## src/rtl/lpf_pkg.sv

```systemverilog
// Shared types and constants for the biquad low-pass sequencer.
// The optional LPF_BIQUAD_ROUND_EN macro selects round-half-up instead of floor
// when the accumulator is scaled back to sample width.
package lpf_pkg;

   localparam int DW_DEF    = 18;
   localparam int CFRAC_DEF = 16;

   // Sequencer phases: one MAC per cycle, then wait out the wrapper pipeline.
   typedef enum logic [1:0] {
      ST_IDLE  = 2'd0,
      ST_MAC   = 2'd1,
      ST_DRAIN = 2'd2,
      ST_OUT   = 2'd3
   } lpf_state_e;

   // Wrapper opmode encodings (X mux / Z mux).
   localparam logic [1:0] OPX_ZERO = 2'b00;
   localparam logic [1:0] OPX_M    = 2'b01;
   localparam logic [1:0] OPZ_ZERO = 2'b00;
   localparam logic [1:0] OPZ_P    = 2'b10;

   // Last counter value in the MAC and DRAIN phases.
   localparam logic [2:0] MAC_LAST   = 3'd4;
   localparam logic [2:0] DRAIN_LAST = 3'd1;

   // Saturation limits for the default sample width.
   localparam logic signed [DW_DEF-1:0] SAT_MAX = 18'sh1FFFF;
   localparam logic signed [DW_DEF-1:0] SAT_MIN = 18'sh20000;

   // Largest / smallest value representable in dw signed bits, at accumulator width.
   function automatic logic signed [48:0] sat_hi(input int dw);
      return (49'sd1 <<< (dw - 1)) - 49'sd1;
   endfunction

   function automatic logic signed [48:0] sat_lo(input int dw);
      return -(49'sd1 <<< (dw - 1));
   endfunction

endpackage

```

## src/rtl/lpf_sat_round.sv

```systemverilog
// Combinational scale-back of the 48-bit accumulator to a DW-bit sample.
// Arithmetic shift by CFRAC (floor), or round-half-up when LPF_BIQUAD_ROUND_EN
// is defined; the result is always saturated to the DW-bit signed range.
module lpf_sat_round
   import lpf_pkg::*;
#(
   parameter int DW    = DW_DEF,
   parameter int CFRAC = CFRAC_DEF
) (
   input  logic signed [47:0]   pout,
   output logic signed [DW-1:0] y,
   output logic                 sat
);

   localparam logic signed [48:0] Y_HI = sat_hi(DW);
   localparam logic signed [48:0] Y_LO = sat_lo(DW);

   // One extra bit keeps the rounding bias from wrapping at the top of the range.
   logic signed [48:0] biased;
   logic signed [48:0] shifted;

   // Shift, optionally round, then clamp to the output range.
   always_comb begin
      biased = {pout[47], pout};
`ifdef LPF_BIQUAD_ROUND_EN
      biased = biased + (49'sd1 <<< (CFRAC - 1));
`endif
      shifted = biased >>> CFRAC;
      sat     = 1'b0;
      y       = shifted[DW-1:0];
      if (shifted > Y_HI) begin
         y   = Y_HI[DW-1:0];
         sat = 1'b1;
      end else if (shifted < Y_LO) begin
         y   = Y_LO[DW-1:0];
         sat = 1'b1;
      end
   end

endmodule

```

## src/rtl/lpf_biquad_seq.sv

```systemverilog
// Direct-form-I biquad sequencer feeding a 3-cycle MAC wrapper.
// Per sample: 5 MAC issues, 2 drain cycles, 1 output cycle (9-cycle cadence).
// Build option: LPF_BIQUAD_ROUND_EN enables round-half-up on the output scaling.
//
// Handshake: a sample is taken on any rising clk edge where sample_in_valid and
// sample_in_ready are both high; ready is high exactly while idle, and valid
// seen while not ready is dropped (no buffering). sample_out_valid is a
// one-cycle strobe with no backpressure.
module lpf_biquad_seq
   import lpf_pkg::*;
#(
   parameter int DW    = DW_DEF,
   parameter int CFRAC = CFRAC_DEF
) (
   input  logic                 clk,
   input  logic                 reset,
   input  logic signed [DW-1:0] sample_in,
   input  logic                 sample_in_valid,
   output logic                 sample_in_ready,
   input  logic signed [DW-1:0] coef_b0,
   input  logic signed [DW-1:0] coef_b1,
   input  logic signed [DW-1:0] coef_b2,
   input  logic signed [DW-1:0] coef_a1,
   input  logic signed [DW-1:0] coef_a2,
   input  logic                 hist_clr,
   output logic signed [DW-1:0] sample_out,
   output logic                 sample_out_valid,
   output logic                 sat_flag,
   output logic [1:0]           dsp_opmode_x,
   output logic [1:0]           dsp_opmode_z,
   output logic                 dsp_postadd_sub,
   output logic                 dsp_use_preadd,
   output logic                 dsp_cryin,
   output logic                 dsp_preadd_sub,
   output logic signed [DW-1:0] dsp_a,
   output logic signed [DW-1:0] dsp_b,
   input  logic signed [47:0]   dsp_pout
);

   lpf_state_e          state_q, state_d;
   logic [2:0]          k_q, k_d;
   logic signed [DW-1:0] x0_q, x0_d;
   logic signed [DW-1:0] b0_q, b0_d, b1_q, b1_d, b2_q, b2_d, a1_q, a1_d, a2_q, a2_d;
   logic signed [DW-1:0] x1_q, x1_d, x2_q, x2_d, y1_q, y1_d, y2_q, y2_d;
   logic                clr_pend_q, clr_pend_d;
   logic signed [DW-1:0] sample_out_q, sample_out_d;
   logic                sample_out_valid_q, sample_out_valid_d;
   logic                sat_q, sat_d;

   logic signed [DW-1:0] y_sat;
   logic                sat_now;
   logic                accept;

   lpf_sat_round #(.DW(DW), .CFRAC(CFRAC)) u_sat (
      .pout (dsp_pout),
      .y    (y_sat),
      .sat  (sat_now)
   );

   assign sample_in_ready  = (state_q == ST_IDLE);
   assign accept           = sample_in_valid & sample_in_ready;
   assign sample_out       = sample_out_q;
   assign sample_out_valid = sample_out_valid_q;
   assign sat_flag         = sat_q;
   assign dsp_use_preadd   = 1'b0;
   assign dsp_cryin        = 1'b0;
   assign dsp_preadd_sub   = 1'b0;

   // Next state, operand capture, history maintenance and output formation.
   always_comb begin
      state_d            = state_q;
      k_d                = k_q;
      x0_d               = x0_q;
      b0_d               = b0_q;
      b1_d               = b1_q;
      b2_d               = b2_q;
      a1_d               = a1_q;
      a2_d               = a2_q;
      x1_d               = x1_q;
      x2_d               = x2_q;
      y1_d               = y1_q;
      y2_d               = y2_q;
      clr_pend_d         = clr_pend_q;
      sample_out_d       = sample_out_q;
      sample_out_valid_d = 1'b0;
      sat_d              = sat_q;
      case (state_q)
         ST_IDLE: begin
            // Clear lands on the same edge as a simultaneous accept, so the
            // accepted sample sees zero history.
            if (hist_clr) begin
               x1_d = '0;
               x2_d = '0;
               y1_d = '0;
               y2_d = '0;
            end
            if (accept) begin
               state_d = ST_MAC;
               k_d     = '0;
               x0_d    = sample_in;
               b0_d    = coef_b0;
               b1_d    = coef_b1;
               b2_d    = coef_b2;
               a1_d    = coef_a1;
               a2_d    = coef_a2;
            end
         end
         ST_MAC: begin
            if (hist_clr) clr_pend_d = 1'b1;
            if (k_q == MAC_LAST) begin
               state_d = ST_DRAIN;
               k_d     = '0;
            end else begin
               k_d = k_q + 3'd1;
            end
         end
         ST_DRAIN: begin
            if (hist_clr) clr_pend_d = 1'b1;
            if (k_q == DRAIN_LAST) begin
               state_d = ST_OUT;
               k_d     = '0;
            end else begin
               k_d = k_q + 3'd1;
            end
         end
         ST_OUT: begin
            sample_out_d       = y_sat;
            sample_out_valid_d = 1'b1;
            sat_d              = sat_now;
            clr_pend_d         = 1'b0;
            state_d            = ST_IDLE;
            if (clr_pend_q || hist_clr) begin
               x1_d = '0;
               x2_d = '0;
               y1_d = '0;
               y2_d = '0;
            end else begin
               x2_d = x1_q;
               x1_d = x0_q;
               y2_d = y1_q;
               y1_d = y_sat;
            end
         end
         default: state_d = ST_IDLE;
      endcase
   end

   // Wrapper command for the current MAC step; idle otherwise.
   always_comb begin
      dsp_a           = '0;
      dsp_b           = '0;
      dsp_opmode_x    = OPX_ZERO;
      dsp_opmode_z    = OPZ_ZERO;
      dsp_postadd_sub = 1'b0;
      if (state_q == ST_MAC) begin
         dsp_opmode_x = OPX_M;
         dsp_opmode_z = OPZ_P;
         case (k_q)
            3'd0: begin
               dsp_a        = b0_q;
               dsp_b        = x0_q;
               dsp_opmode_z = OPZ_ZERO;
            end
            3'd1: begin
               dsp_a = b1_q;
               dsp_b = x1_q;
            end
            3'd2: begin
               dsp_a = b2_q;
               dsp_b = x2_q;
            end
            3'd3: begin
               dsp_a           = a1_q;
               dsp_b           = y1_q;
               dsp_postadd_sub = 1'b1;
            end
            3'd4: begin
               dsp_a           = a2_q;
               dsp_b           = y2_q;
               dsp_postadd_sub = 1'b1;
            end
            default: begin
               dsp_opmode_x = OPX_ZERO;
               dsp_opmode_z = OPZ_ZERO;
            end
         endcase
      end
   end

   // State register; reset aborts any sample in flight and zeroes history.
   always_ff @(posedge clk or posedge reset) begin
      if (reset) begin
         state_q            <= ST_IDLE;
         k_q                <= '0;
         x0_q               <= '0;
         b0_q               <= '0;
         b1_q               <= '0;
         b2_q               <= '0;
         a1_q               <= '0;
         a2_q               <= '0;
         x1_q               <= '0;
         x2_q               <= '0;
         y1_q               <= '0;
         y2_q               <= '0;
         clr_pend_q         <= 1'b0;
         sample_out_q       <= '0;
         sample_out_valid_q <= 1'b0;
         sat_q              <= 1'b0;
      end else begin
         state_q            <= state_d;
         k_q                <= k_d;
         x0_q               <= x0_d;
         b0_q               <= b0_d;
         b1_q               <= b1_d;
         b2_q               <= b2_d;
         a1_q               <= a1_d;
         a2_q               <= a2_d;
         x1_q               <= x1_d;
         x2_q               <= x2_d;
         y1_q               <= y1_d;
         y2_q               <= y2_d;
         clr_pend_q         <= clr_pend_d;
         sample_out_q       <= sample_out_d;
         sample_out_valid_q <= sample_out_valid_d;
         sat_q              <= sat_d;
      end
   end

endmodule

```

## config.mk

```make
export PLATFORM = sky130hd
export DESIGN_NAME = lpf_biquad_seq
export DESIGN_NICKNAME = d
export VERILOG_FILES = /design/src/rtl/lpf_pkg.sv /design/src/rtl/lpf_sat_round.sv /design/src/rtl/lpf_biquad_seq.sv
export SDC_FILE = /design/constraint.sdc
export NUM_CORES = 1
export LEC_CHECK = 0
export CAP_MARGIN = 20
export CORE_AREA = 2 2 177 179
export CTS_CLUSTER_SIZE = 8
export DETAILED_ROUTE_END_ITERATION = 12
export DIE_AREA = 0 0 179 181
export PLACE_DENSITY_LB_ADDON = 0.1
export SYNTH_ARGS = -nofsm -noshare
export SYNTH_HDL_FRONTEND = slang
export SYNTH_SLANG_ARGS = --single-unit
```

## constraint.sdc

```tcl
create_clock -name clk -period 17.3 [get_ports clk]
set_clock_uncertainty 0.2 [all_clocks]
set_input_delay 5.19 -clock clk [delete_from_list [all_inputs] [get_ports clk]]
set_output_delay 5.19 -clock clk [all_outputs]
set_load 0.01 [all_outputs]
```

== Yosys cells after proc, flatten, opt, wreduce, memory -nomap -nowiden ==
Cells that the tools add are included.

* Flip-flop bits (word level): 206
* Bits of input ports: 160
* Output and inout port bits: 65
* Word-level logic and storage cells: 81

* Add/sub/neg operators: 1
* Order comparisons: 2
* Equal/unequal tests: 12
* Mux-type cells: 34
* Bitwise operators: 1
* Reductions and logical operators: 15

{| class="wikitable"
|+ Operators by type and width
! kind !! number
|-
| $pmux W18 S5 || 2
|-
| $mux W18 || 9
|-
| $pmux W18 S2 || 4
|-
| $gt A32 B18 Y1 const B || 1
|-
| $lt A32 B18 Y1 const B || 1
|-
| $mux W2 || 5
|-
| $mux W3 || 3
|-
| $pmux W3 S3 || 1
|-
| $mux W1 || 8
|-
| $pmux W2 S4 || 1
|-
| $reduce_and A2 Y1 || 4
|-
| $eq A3 B2 Y1 const B || 2
|-
| $ne A2 B1 Y1 const B || 3
|-
| $reduce_or A5 Y1 || 1
|-
| $eq A2 B2 Y1 const B || 2
|-
| $ne A2 B2 Y1 const B || 2
|-
| $reduce_bool A2 Y1 || 2
|-
| $reduce_or A2 Y1 || 2
|-
| $reduce_or A4 Y1 || 1
|-
| $add A3 B1 Y3 const B || 1
|-
| $eq A3 B1 Y1 const B || 1
|-
| $eq A3 B3 Y1 const B || 1
|-
| $logic_not A3 Y1 || 1
|-
| $reduce_and A3 Y1 || 1
|-
| 6 further kinds || 6
|}

== Depth between registers and ports, before layout ==
Gate-level depths: netlist of run 1.

* Depth in word-level cells: 5
* Depth in mapped cells: 8
* Mapped depth without buffers: 6

== Hierarchy ==
From an unflattened synthesis of run 1, not the netlist that was laid out.

* Cells, all modules: 755
* Area, all modules: 9377.7 sq um

{| class="wikitable"
|+ By module, submodules not included
! module !! instances !! cells an instance !! area each (sq um) !! sequential area each (sq um)
|-
| lpf_biquad_seq || 1 || 724 || 9127.5 || 5154.9
|-
| lpf_sat_round || 1 || 31 || 250.2 || 0.0
|}

== Least setup slack after synthesis of run 1 ==
OpenSTA, ideal clock, no wires.

* Kind: register to output
* From: register k_q[2]
* To: output dsp_a[1]
* Data arrival time: 1.936 ns
* Required time: 11.910 ns
* Setup slack: 9.974 ns
* Cell stages (with the launch flop): 9
* Buffers on the path: 4
* Cells stage by stage: dfrtp_1 -> buf_2 -> buf_2 -> inv_1 -> ha_1 -> clkbuf_1 -> clkbuf_1 -> a22oi_1 -> a31oi_1

* Word-level cells in the longest chain between the ends: 3
* Elaborated cells on any way between the ends: 7
* Those cells by class: eq/ne (4); mux (2); reduce/logical (1)

{| class="wikitable"
|+ RTL lines
! what !! RTL line !! RTL
|-
| start: declaration || lpf_biquad_seq.sv:41 || <nowiki>logic [2:0] k_q, k_d;</nowiki>
|-
| start signal: assignment || lpf_biquad_seq.sv:211 || <nowiki>k_q <= k_d;</nowiki>
|-
| $eq A3 B3 Y1 (tied with other cells) || lpf_biquad_seq.sv:158 || <nowiki>case (k_q)</nowiki>
|-
| $pmux W18 S5 (*) || lpf_biquad_seq.sv:158 ||
|-
| $mux W18 (*) || lpf_biquad_seq.sv:155 || <nowiki>if (state_q == ST_MAC) begin</nowiki>
|-
| end: declaration || lpf_biquad_seq.sv:35 || <nowiki>output logic signed [DW-1:0] dsp_a,</nowiki>
|}

Mark *: on every way between the ends. The rest lies on a longest branch, timed or not.

== Worst setup path in the final report of run 1 ==
* From: register k_q[0]
* To: output dsp_b[2]

* Word-level cells in the longest chain between the ends: 3
* Elaborated cells on any way between the ends: 7
* Those cells by class: eq/ne (4); mux (2); reduce/logical (1)

{| class="wikitable"
|+ RTL lines
! what !! RTL line !! RTL
|-
| $eq A3 B3 Y1 (tied with other cells) || lpf_biquad_seq.sv:158 ||
|-
| $pmux W18 S5 (*) || lpf_biquad_seq.sv:158 ||
|-
| $mux W18 (*) || lpf_biquad_seq.sv:155 ||
|-
| end: declaration || lpf_biquad_seq.sv:36 || <nowiki>output logic signed [DW-1:0] dsp_b,</nowiki>
|}

Marks and branches as above.

==> results of run 1 <==
worst paths after layout:
path | startpoint | end | slack [ns] | cells past startpoint
setup reg to reg | state_q[1] | y1_q[11] | 13.92 | 7
max in group asynchronous | reset | sample_out[5] | 9.78 | 4
min in group asynchronous | reset | b0_q[0] | 4.92 | 2
setup / recovery | k_q[0] | dsp_b[2] | 8.35 | 8
hold reg to reg | sample_out[0] | sample_out[0] | 0.30 | 2
hold / removal | sample_out[0] | sample_out[0] | 0.30 | 2
stage by stage:
stage / hold WS (ns) / total power [mW] / setup WS [ns] / util / instances
6_report: 0.297 / 2.05 / 8.35 / 0.404 / 1307
2_1_floorplan: 0.267 / 1.23 / 6.29 / - / 722
3_3_place_gp: 0.278 / 1.54 / 8.84 / 0.377 / 1272
3_5_place_dp: 0.284 / 1.54 / 8.83 / 0.377 / 1272
5_1_grt: 0.307 / 2.18 / 8.16 / 0.404 / 1307
4_1_cts: 0.296 / 2.08 / 8.24 / 0.404 / 1307
worst min-delay path, cell delays in order (launching register included):
cell and delay [ns]:
dfrtp_1 0.34, nand2_1 0.05, nand3_1 0.07
routing by layer:
layer / global-route usage / up-vias
met5: 0 / -
met4: 0.0407 / 0
met3: 0.0244 / 32
met2: 0.258 / 186
met1: 0.251 / 3419
li1: - / 3060
kinds of logic (layout without fill, tap and decap cells):
group / Yosys count / after routing / share of synthesized area
flip-flops: 206 / 206 / 0.571
AO/OA/AOI/OAI: 184 / 184 / 0.164
multiplexers: 125 / 125 / 0.156
AND/OR/NAND/NOR: 121 / 121 / 0.0603
buffers and inverters: 71 / 260 / 0.0349
adder cells (fa/ha/maj): 10 / 10 / 0.0139
other: 1 / 5 / 0.000415
sequential cells by signal (all words and copies together), names as in the netlist, 2 cells and up:
name and count:
b1_q 18, y1_q 18, x1_q 18, k_q 3
a2_q 18, b0_q 18, sample_out 18, b2_q 18
y2_q 18, state_q 2, x2_q 18, x0_q 18
a1_q 18
report_power, final:
part	switching (mW)	internal, mW
clock	0.203	0.317
combinational	0.348	0.381
sequential	0.120	0.680
total	0.671	1.38
layout make-up:
| class | count | area [um^2] |
|---|---|---|
| Clock buffer | 34 | 797 |
| Clock inverter | 1 | 8.76 |
| Fill cell | 2909 | 18100 |
| Inverter | 7 | 33.8 |
| Multi-Input combinational cell | 445 | 3630 |
| Sequential cell | 206 | 5150 |
| Tap cell | 396 | 495 |
| Timing Repair Buffer | 218 | 2140 |
placed cells by master, fill, tap and decap left out, types with 2 or more instances in the layout:
cell	count
nand3_1	34
buf_4	15
mux2_2	124
nand2_1	62
clkbuf_1	2
a21oi_1	16
ha_1	9
a222oi_1	13
o21a_1	3
inv_1	6
nor2b_4	2
nand2b_1	4
nand4_1	3
a31oi_1	23
a22o_1	55
conb_1	5
and2_1	3
nor4_1	3
a221o_1	17
clkbuf_16	31
nor2_1	6
a22oi_1	46
dfrtp_1	206
clkdlybuf4s50_1	203
o21ai_0	3
==> impl_metrics.json, run 1 <==
{
  "status": "finished, final reports clean",
  "powerDensity_mw_per_mm2": 167,
  "avgSynthCellArea_um2": 12.6,
  "dieHeight_um": 181,
  "root_buffer": "clkbuf_16",
  "timing_worst_setup_path_type": "flip-flop to primary output",
  "wl_met2_um": 12800,
  "cpPeakStageDelay_ns": 0.61,
  "cts_hold_buffers": 0,
  "met3_length_um": 1240,
  "placed_cell_area_mm2": 0.0115,
  "routed.top_layer": "met4",
  "drc_errors": 0,
  "dieArea_mm2": 0.0324,
  "synth_edf_count": 0,
  "hold_path_class": "flip-flop to flip-flop",
  "port_buffers": 203,
  "critPathTopFamily": "buffers and inverters",
  "wl_met1_um": 13400,
  "cts_resized": 0,
  "cp_max_fo": 22,
  "crit_top_cell": "buf_4",
  "max_slew_margin": 0.294,
  "cp_cell_sequence": "inv_1, ha_1, buf_4, nor2b_2, buf_4, a22oi_1, a31oi_1, clkdlybuf4s50_1",
  "design_area_mm2": 0.0123,
  "tightest_slew_ns": 1.06,
  "num_vias": 6697,
  "critical_path_buf_inv_count": 4,
  "timing.fmax_mhz": 112,
  "drt_pre_antenna_iters": 5,
  "syn_area_mm2": 0.00903,
  "cp-end-kind": "primary output",
  "yosysTopAreaCellShare": 0.571,
  "cts_buffer_depth": 3,
  "detail_route.wl_per_cell_um": 21.3,
  "rsz0062_at_grt": "no",
  "yosys_warnings": 0,
  "async_flop_share": 1.00,
  "core_area_mm2": 0.0303,
  "clock_latency_ns": 0.53,
  "drtIter0Drc": 462,
  "clkTransAtPathRegs_ns": 0.05,
  "synthTopCellsByCount": "206 x dfrtp_1, 124 x mux2_2, 63 x nand2_1",
  "drv_cap": 0,
  "setup_tns_ns": 0,
  "cts-buffers-inserted": 30,
  "cts_tree": "yes",
  "rows": 64,
  "vias_per_cell": 5.12,
  "ys_types": 36,
  "layout.nets": 1078,
  "synthCells": 718,
  "insertedDiodeCount": 0,
  "gr-total-overflow": 0,
  "crit_arrival_ns": 3.56,
  "grt_max_degree": 81,
  "cts.sinks": 206,
  "final_antenna_net_count": 0,
  "period_minus_slack_ns": 8.95,
  "layout_worst_path_cycle_share": 0.517,
  "yosys.area.top_type": "dfrtp_1",
  "postCtsSetupBuffers": 0,
  "first_global_vias": 6867,
  "antenna_found_initial": 0,
  "die_w_um": 179,
  "place.gp.congestion": 0.745,
  "track_usage": 0.169,
  "critPathLaunchType": "flip-flop",
  "worst_path_max_delay_cell": "clkdlybuf4s50_1",
  "final-hold-violation-count": 0,
  "ys_seq_area_frac": 0.571,
  "area_growth_syn_to_layout_pct": 35.8,
  "yosysMostFrequentCell": "dfrtp_1",
  "dpl.hpwl_um": 17300,
  "wirelength_um": 27800,
  "drive_above_1_share": 0.201,
  "required_ns": 11.91,
  "synth-seq-cells": 206,
  "ys_dominant_reg_cell": "dfrtp_1",
  "pin_count": 225,
  "setup_viol": 0,
  "ir_drop_mv": 0.0768,
  "htree_levels": 1,
  "grt_pass1_wl_um": 42300,
  "p_leak_nw": 5.12,
  "synthTopCellsByArea": "dfrtp_1 57%, mux2_2 15%, a22o_1 5.3%, a22oi_1 3.8%, nand2_1 2.6%",
  "slew_viol_final": 0,
  "initial_core_util": 0.297
}
Power figures use the tool's default switching activity.
==> inputs of run 2 (changes only) <==
- clock period: 17.3 -> 8.7 ns (I/O delays scaled with it)
==> impl_metrics.json, run 2 (synthesis gave the netlist of run 1 again) <==
{
  "status": "finished, final reports clean",
  "timing_worst_setup_path_type": "flip-flop to primary output",
  "postCtsSetupBuffers": 0,
  "cp_cell_sequence": "ha_1, ha_2, buf_4, o31ai_4, buf_4, a21oi_1, clkdlybuf4s50_1",
  "layout_commonest_cell": "dfrtp_1",
  "grt_max_degree": 73,
  "drc_errors": 0,
  "wirelength_um": 28000,
  "slew_viol_final": 0,
  "drive_above_1_share": 0.200,
  "insertedDiodeCount": 0,
  "required_ns": 5.89,
  "p_int_mw": 2.70,
  "period_minus_slack_ns": 6.39,
  "cts_resized": 0,
  "critPathLaunchType": "flip-flop",
  "seqPwrFrac": 0.394,
  "track_usage": 0.173,
  "multi_input_area_mm2": 0.00363,
  "cp_max_fo": 29,
  "clkPwrFrac": 0.246,
  "cpPeakStageDelay_ns": 0.53,
  "drt_pre_antenna_iters": 5,
  "final_antenna_net_count": 0,
  "worst_path_max_delay_cell": "o31ai_4",
  "tightest_slew_ns": 0.900,
  "dieHeight_um": 181,
  "hold_ws_ns": 0.295,
  "clock_latency_ns": 0.54,
  "antenna_found_initial": 0,
  "p_leak_nw": 5.10,
  "layout.nets": 1078,
  "vias_per_cell": 5.15,
  "cts_buffer_depth": 3,
  "p_sw_frac": 0.331,
  "crit_arrival_ns": 3.58,
  "r2r-end": "b2_q[16]",
  "setup_tns_ns": 0,
  "drtIter0Drc": 459,
  "cts_tree": "yes",
  "dieArea_mm2": 0.0324,
  "die_w_um": 179,
  "initial_core_util": 0.297,
  "drv_cap": 0,
  "critical_path_buf_inv_count": 3,
  "dpl.hpwl_um": 17500,
  "cts-buffers-inserted": 29,
  "pin_count": 225,
  "critPathTopFamily": "buffers and inverters",
  "final_util": 0.403,
  "gr-total-overflow": 0,
  "cts.sinks": 206,
  "port_buffers": 203,
  "hold_path_class": "flip-flop to flip-flop",
  "crit_top_cell": "buf_4",
  "htree_levels": 1,
  "cp.depth": 7,
  "powerDensity_mw_per_mm2": 330,
  "rsz0062_at_grt": "no",
  "first_global_vias": 6933,
  "place.gp.congestion": 0.757,
  "nFillCells": 2914,
  "detail_route.wl_per_cell_um": 21.5,
  "cts_hold_buffers": 0,
  "final-hold-violation-count": 0,
  "final_cell_mix": "206 x dfrtp_1, 203 x clkdlybuf4s50_1, 124 x mux2_2, 62 x nand2_1, 55 x a22o_1",
  "rows": 64,
  "grt_pass1_wl_um": 43200,
  "rr_worst_depth": 5,
  "max_slew_margin": 0.400,
  "ir_drop_mv": 0.141,
  "p_sw_mw": 1.34,
  "root_buffer": "clkbuf_16",
  "crit_path_start": "k_q[1]",
  "ff2ff_setup_slack_ns": 5.67,
  "seq_area_mm2": 0.00515,
  "crit_end": "dsp_b[11]",
  "clkTransAtPathRegs_ns": 0.05,
  "cp-end-kind": "primary output",
  "pwr-share-comb": 0.359,
  "num_vias": 6714,
  "setup_viol": 0,
  "timing.fmax_mhz": 156,
  "layout_worst_path_cycle_share": 0.735,
  "core_area_mm2": 0.0303,
  "r2r-start": "state_q[0]",
  "area_growth_syn_to_layout_pct": 35.5
}
run 2: how the worst min path moves through the flow:
stage | start | end | slack (ns) | cells after the start
6_report | sample_out[4] | sample_out[4] | 0.29 | 2
5_1_grt | y2_q[17] | y2_q[17] | 0.31 | 1
4_1_cts | y2_q[7] | y2_q[7] | 0.30 | 1
3_5_place_dp | y2_q[0] | y2_q[0] | 0.29 | 1
3_3_place_gp | sample_out[0] | sample_out[0] | 0.28 | 2
2_1_floorplan | y2_q[0] | y2_q[0] | 0.27 | 1
run 2: tightest hold or removal path: stages, from the launching register on:
cell and delay [ns]:
dfrtp_1 0.33, nand2_1 0.05, nand3_1 0.07
run 2: metrics by stage:
stage	worst slack [ns]	std cells	instance area, um^2	total power [mW]
4_1_cts	2.22	1304	12200	4.10
3_5_place_dp	2.82	1273	11500	3.07
6_report	2.31	1304	12200	4.03
3_3_place_gp	2.81	1272	11500	3.06
2_1_floorplan	0.266	722	9040	2.45
5_1_grt	2.08	1304	12200	4.31
run 2: routing by layer:
metal,vias to the layer above,routed length [um],GRT usage
met4,0,509,0.0364
met2,176,12800,0.261
met1,3438,13400,0.260
li1,3065,-,-
met5,-,0,0
met3,35,1280,0.0269
run 2: final cells by class:
| class | count | share of cell area |
|---|---|---|
| Clock buffer | 30 | 0.0605 |
| Clock inverter | 1 | 0.000716 |
| Inverter | 7 | 0.00276 |
| Multi-Input combinational cell | 445 | 0.296 |
| Sequential cell | 206 | 0.421 |
| Tap cell | 396 | 0.0405 |
| Timing Repair Buffer | 219 | 0.178 |
run 2: power by group through the flow:
stage	logic, mW	clock network, mW	registers (mW)
2_1_floorplan	0.902	0	1.55
3_3_place_gp	1.46	0	1.60
3_5_place_dp	1.48	0	1.60
4_1_cts	1.48	1.03	1.59
5_1_grt	1.60	1.07	1.64
6_report	1.45	0.993	1.59
==> inputs of run 3 (changes only) <==
- clock period: 8.7 -> 5.9 ns (I/O delays scaled with it)
==> impl_metrics.json, run 3 (synthesis gave the netlist of run 1 again) <==
{
  "status": "finished, final reports clean",
  "seq_area_mm2": 0.00515,
  "hold_ws_ns": 0.297,
  "vias_per_cell": 5.13,
  "setup_viol": 0,
  "multi_input_area_mm2": 0.00363,
  "cts.sinks": 206,
  "drtIter0Drc": 558,
  "timing.fmax_mhz": 186,
  "gr-total-overflow": 0,
  "rr_worst_depth": 7,
  "clock_latency_ns": 0.54,
  "drt_pre_antenna_iters": 5,
  "ff2ff_setup_slack_ns": 2.83,
  "die_w_um": 179,
  "cp_cell_sequence": "inv_1, ha_1, o31ai_4, buf_4, a21oi_1, clkdlybuf4s50_1",
  "postCtsSetupBuffers": 0,
  "layout_worst_path_cycle_share": 0.912,
  "pin_count": 225,
  "timing_worst_setup_path_type": "flip-flop to primary output",
  "max_slew_margin": 0.292,
  "tightest_slew_ns": 1.06,
  "setup_tns_ns": 0,
  "p_leak_nw": 5.12,
  "crit_path_start": "k_q[0]",
  "grt_max_degree": 120,
  "root_buffer": "clkbuf_16",
  "placed_cells": 1276,
  "cts_resized": 0,
  "dpl.hpwl_um": 17700,
  "placed_cell_area_mm2": 0.0115,
  "cts_buffer_depth": 3,
  "design_area_mm2": 0.0123,
  "period_minus_slack_ns": 5.38,
  "required_ns": 3.93,
  "num_vias": 6716,
  "detail_route.wl_per_cell_um": 21.0,
  "first_global_vias": 6842,
  "ir_drop_mv": 0.229,
  "critPathLaunchType": "flip-flop",
  "track_usage": 0.169,
  "final_cell_mix": "206 x dfrtp_1, 203 x clkdlybuf4s50_1, 124 x mux2_2, 62 x nand2_1, 55 x a22o_1",
  "drc_errors": 0,
  "r2r-end": "y1_q[1]",
  "cts_tree": "yes",
  "crit_arrival_ns": 3.41,
  "area_growth_syn_to_layout_pct": 35.9,
  "cp_max_fo": 19,
  "worst_path_max_delay_cell": "o31ai_4",
  "cp-end-kind": "primary output",
  "grt_pass1_wl_um": 42500,
  "htree_levels": 1,
  "slew_viol_final": 0,
  "final-hold-violation-count": 0,
  "layout_commonest_cell": "dfrtp_1",
  "cts-buffers-inserted": 29,
  "final_antenna_net_count": 0,
  "rows": 64,
  "place.gp.congestion": 0.763,
  "port_buffers": 203,
  "power.total_mw": 5.95,
  "cts_hold_buffers": 0,
  "dieArea_mm2": 0.0324,
  "clkTransAtPathRegs_ns": 0.05,
  "wirelength_um": 27500,
  "initial_core_util": 0.297,
  "powerDensity_mw_per_mm2": 485,
  "cpPeakStageDelay_ns": 0.95,
  "drv_cap": 0,
  "rsz0062_at_grt": "no",
  "nFillCells": 2920,
  "layout.cells.non_filler": 1310,
  "antenna_found_initial": 2,
  "crit_end": "dsp_b[4]",
  "layout.nets": 1081,
  "drive_above_1_share": 0.202,
  "r2r-start": "state_q[1]",
  "hold_path_class": "flip-flop to flip-flop",
  "core_area_mm2": 0.0303,
  "dieHeight_um": 181
}
## run 3: changes by cell type in the layout (fill, tap and decap cells not counted)
cell	delta
buf_12	+3
buf_16	-1
buf_4	+1
clkbuf_1	+2
clkbuf_8	-1
clkinvlp_4	+1
diode_2	+2
inv_8	-1
## run 3: area by class of cell
type                    instances  area share
diodes                          2    0.000408
clock buffers                  31      0.0598
clock inverters                 1    0.000714
inverters                       7     0.00245
multi-input cells             445       0.296
flip-flops and latches        206       0.420
well taps                     396      0.0404
repair buffers                222       0.180
## run 3: metrics by stage
stage,utilization,setup slack (ns)
final,0.404,0.517
after global routing,0.404,0.262
after global placement,0.380,0.950
after detailed placement,0.380,0.969
after floorplan,-,1.26
after CTS,0.404,0.401
## run 3: worst min-delay path by stage
stage                              start              to  slack [ns]  cells past startpoint
final                     sample_out[12]  sample_out[12]        0.30                      2
after global routing            y2_q[14]        y2_q[14]        0.31                      1
after CTS                        y2_q[7]         y2_q[7]        0.30                      1
after detailed placement   sample_out[2]   sample_out[2]        0.29                      2
after global placement     sample_out[0]   sample_out[0]        0.28                      2
after floorplan                  y2_q[0]         y2_q[0]        0.27                      1
## run 3: where the power goes
group          total, mW  switching, mW  internal [mW]
clock network       1.45          0.586          0.859
logic               2.15           1.02           1.13
registers           2.35          0.356           1.99
## run 3: layer usage
| metal | share of wire | vias up | track usage |
|---|---|---|---|
| met3 | 0.062 | 35 | 0.0303 |
| li1 | - | 3076 | - |
| met4 | 0.018 | 0 | 0.0393 |
| met5 | 0 | - | 0 |
| met2 | 0.46 | 232 | 0.260 |
| met1 | 0.46 | 3373 | 0.245 |
## run 3: critical path: cells and delay by family, from the launching register on
kind,cells,cell delay [ns]
AO/OA/AOI/OAI,2,1.08
buffers and inverters,3,1.05
flip-flops,1,0.40
adder cells (fa/ha/maj),1,0.33
